[src/rtl/oserdes_word_tx.sv]
// Word-to-serial transmitter: buffers one parallel word and shifts it out LSB-first, one bit per CLK0.
// Idle word slots carry the training pattern; IOCE marks the first bit of every slot.
module oserdes_word_tx #(
  parameter int          DATA_WIDTH    = 4,
  parameter logic [7:0]  TRAIN_PATTERN = 8'h0A,
  parameter string       IDLE_MODE     = "TRAIN"
) (
  input  logic                  CLK0,
  input  logic                  RST,
  input  logic [DATA_WIDTH-1:0] D,
  input  logic                  DVALID,
  output logic                  DREADY,
  output logic                  OQ,
  output logic                  TQ,
  output logic                  IOCE,
  output logic                  UNDERRUN
);

  localparam int                    CW       = $clog2(DATA_WIDTH);
  localparam logic [CW-1:0]         LAST     = CW'(DATA_WIDTH - 1);
  localparam logic [DATA_WIDTH-1:0] TRAIN    = TRAIN_PATTERN[DATA_WIDTH-1:0];
  localparam bit                    TRISTATE = (IDLE_MODE == "TRISTATE");

  logic [DATA_WIDTH-1:0] sr;
  logic [DATA_WIDTH-1:0] hold;
  logic [CW-1:0]         cnt;
  logic                  hold_full;
  logic                  is_data;
  logic                  underrun_q;
  logic                  accept;
  logic                  load_edge;

  assign DREADY    = !hold_full && !RST;
  assign accept    = DVALID && DREADY;
  assign load_edge = (cnt == LAST);

  assign OQ       = sr[0];
  assign IOCE     = (cnt == '0);
  assign TQ       = TRISTATE && !is_data;
  assign UNDERRUN = underrun_q;

  // NOTE: all state uses non-blocking assignments so every branch below reads
  // the pre-edge values, which is what makes accept-and-load on one edge safe.
  always_ff @(posedge CLK0 or posedge RST) begin
    if (RST) begin
      sr         <= TRAIN;
      hold       <= '0;
      cnt        <= '0;
      hold_full  <= 1'b0;
      is_data    <= 1'b0;
      underrun_q <= 1'b0;
    end else begin
      underrun_q <= 1'b0;

      // Accept is only possible with hold empty, so it never collides with a hold-consuming load.
      if (accept) begin
        hold      <= D;
        hold_full <= 1'b1;
      end

      if (load_edge) begin
        cnt <= '0;
        if (hold_full) begin
          sr        <= hold;
          is_data   <= 1'b1;
          hold_full <= 1'b0;
        end else begin
          sr         <= TRAIN;
          is_data    <= 1'b0;
          underrun_q <= is_data;
        end
      end else begin
        sr  <= sr >> 1;
        cnt <= cnt + 1'b1;
      end
    end
  end

endmodule

[config.mk]
export PLATFORM = sky130hd
export DESIGN_NAME = oserdes_word_tx
export DESIGN_NICKNAME = d
export VERILOG_FILES = /design/src/rtl/oserdes_word_tx.sv
export SDC_FILE = /design/constraint.sdc
export NUM_CORES = 1
export LEC_CHECK = 0
export BUFFER_PORTS_ARGS = -buffer_cell sky130_fd_sc_hd__buf_2
export CORE_UTILIZATION = 42
export CTS_CLUSTER_DIAMETER = 150
export DETAILED_ROUTE_END_ITERATION = 10
export SETUP_SLACK_MARGIN = 0.1
export SLEW_MARGIN = 40
export SYNTH_ARGS = -nofsm -noshare
export SYNTH_HDL_FRONTEND = slang
export SYNTH_SLANG_ARGS = --single-unit
[constraint.sdc]
create_clock -name CLK0 -period 1.5 [get_ports CLK0]
set_input_delay 0.225 -clock CLK0 [delete_from_list [all_inputs] [get_ports CLK0]]
set_output_delay 0.225 -clock CLK0 [all_outputs]
set_load 0.01 [all_outputs]
==> results.md <==
* Final period util at 88.2%
* Mapped cell area at 558 sq um
* # nets final at around 70
* Syn. warnings at 0
* Antenna viol nets, final at 0
* Mapped Cells at between 40 and 50
* Synth unique cells at 17
* Slowest CP cell: dfrtp_1
* Met2 usage at 21.2%
* Starting Density at 47.6%
* Register area share after synthesis at 58.7%
* CTS Sinks at 13
* Min-delay worst type: in2async
* Total Wirelength at 812 um
* Pwr dens at 1130 nW/um^2
* Worst-Skew Late Latency at roughly 270 ps
* Commonest cells after routing, fill and taps aside: dfrtp_1, buf_2, inv_1
* Die W at 38.5 um
* Clk_skew at 11.1 ps
* Tot GR Track Use at 13.7%
* R2R setup slack at 180 ps
* Pin count of the biggest net entering global routing at 14
* RSZ-0062 raised after global routing: no
* Max Freq at roughly 760 MHz
* Clk buf depth at 2
* Number of max-cap violations at 0
* CP endpoint: hold[0]$_DFFE_PP0P_
* Starting DRC count in detailed routing at 5
* Footprint of the multi-input gates at 178 sq um
* GRT overflow at 0
* Fin area at between 600 and 700 sq um
* Reg-to-Reg End: hold[0]$_DFFE_PP0P_
* GP Congestion at 0.714
* Total core area at 1170 sq um
* Via/cell ratio at 4.59
* P_leak at 0.309 nW
* Area growth, synth to finish at 12.8%
* Outcome: finished, violations left
* # hold bufs at CTS at 0
* Syn nets at 56
* Die area at 1480 sq um
* Die height at 38.5 um
* Clock root cell: clkbuf_4
* Most common cell after layout, fill and taps aside: dfrtp_1
* # port buffers at 10
* CP max stage delay at 490 ps
* Vias at between 300 and 400
* Setup crit start: hold_full$_DFF_PP0_
* Sequential cell area at 328 sq um
* Setup slack at placement at 192 ps
* Crit path max fanout at 9
* Endpoint type of the worst setup path: register
* DR DRC count at 0
* Global-route wire length before repair at 1.33 mm
* Critical path type: reg2reg
* Post-DP Area at 603 sq um
* R2R Path Start: hold_full$_DFF_PP0_
* 1st-pass router iterations at 2
* Global-route track usage on met3 at approximately 5.2%
* Setup_tns at 0 ps
* Max Slew Vio Count at 0
* TritonCTS Buffers at 3
* Antenna violations before repair at 0
* Crit start category: register
* CTS tree: yes
* DR WL/cell at 11.4 um
* GRT Max-Usage Layer: met2
* Share of layout cells above drive strength 1 at 38.6%
* # fillers at 106
* Avg Cell Area, Syn at 12.1 sq um
* Clock slew at reported path FFs at 80 ps
* Row count at 12
* Met1 usage at 17.4%
* Final setup margin at 177 ps
* Failing checks: hold timing
* Setup Buffers After CTS at 0
* Detailed placement HPWL at between 600 and 700 um
* Critical Path AT at 1480 ps
* Worst-path cell chain: nor3b_4, mux2_2
* Seq cells post-synth at 13
* Diode count at 0
* Vias in the first global route at 312
* H-tree Lvls at 1
* Final setup fails at 0
* Top Ports at 12
* Tmin final at 1320 ps
* R2R depth at 2
* Final Hold Viols at 5
* Post-CTS resize count at 0
* Hold WS at -10.1 ps
* Worst vdd ir at between 0.0004 and 0.0005 V
* Worst EP required at 1660 ps
layer usage:
layer	vias to the layer above	routed length, um
li1	165	-
met1	155	373
met2	6	401
met3	0	37
met4	0	0
met5	-	0
cell type report:
class,instances,share of cell area (%)
tap,14,2.78
clock buffer,4,4.17
inverter,8,4.77
sequential,13,52.1
timing repair buffer,10,7.95
multi-input combinational,22,28.2
state kept, by name (all words and copies together), names as in the netlist:
| register | flops |
|---|---|
| hold | 4 |
| sr | 4 |
| cnt | 2 |
| UNDERRUN | 1 |
| hold_full | 1 |
| is_data | 1 |
synth_stat cells, drive strengths merged:
cell type   n  area share [%]
dfstp       2             9.4
ha          3             6.7
dfrtp      11              49
nand2       1            0.67
clkbuf      1            0.67
conb        1            0.67
buf         2             3.4
mux2        5              10
a21o        1             1.6
nor3b       1             3.4
o21ai       2             1.8
inv         8             5.4
nand3       2             1.8
a21boi      1             1.3
a31oi       1             1.1
nor2        4             2.7
worst max-delay path, delay by kind of cell, from the launching register on:
family / cells / cell delay [ps]
flip-flops: 1 / 490
multiplexers: 1 / 380
AND/OR/NAND/NOR: 1 / 340
how the worst min path moves through the flow:
| stage | startpoint | endpoint | slack [ps] | depth (start not counted) |
|---|---|---|---|---|
| final | RST | hold[0]$_DFFE_PP0P_ | -10 | 2 |
| after global placement | RST | hold[0]$_DFFE_PP0P_ | 280 | 2 |
| after floorplan | RST | UNDERRUN$_DFF_PP0_ | 100 | 1 |
| after CTS | RST | hold_full$_DFF_PP0_ | 5 | 2 |
| after detailed placement | RST | hold_full$_DFF_PP0_ | 300 | 2 |
| after global routing | RST | hold_full$_DFF_PP0_ | 10 | 2 |
cell families (layout without fill, tap and decap cells):
family          after synthesis  in the layout  synth area share, %
simple gates                  8              8                 8.52
compound gates                5              5                 5.83
buf+inv                      11             22                 9.42
mux                           5              5                 10.1
flops                        13             13                 58.7
other cells                   1              1                0.672
fa+ha+maj                     3              3                 6.73
through the flow:
stage | std cells | total power [mW] | utilization [%] | hold slack [ps]
final | 71 | 0.714 | 53.7 | -10.1
after floorplan | 46 | 0.491 | - | 101
after global routing | 71 | 0.755 | 53.7 | 14.4
after detailed placement | 67 | 0.516 | 51.5 | 297
after CTS | 71 | 0.720 | 53.7 | 4.65
after global placement | 67 | 0.510 | 51.5 | 284
power by group:
part	internal, mW	leakage, nW	switching, mW
registers	0.400	0.151	0.0276
clock network	0.103	0.0150	0.103
logic	0.0450	0.144	0.0360
total	0.548	0.309	0.167
Note: power is estimated with default switching activity, not from simulation.
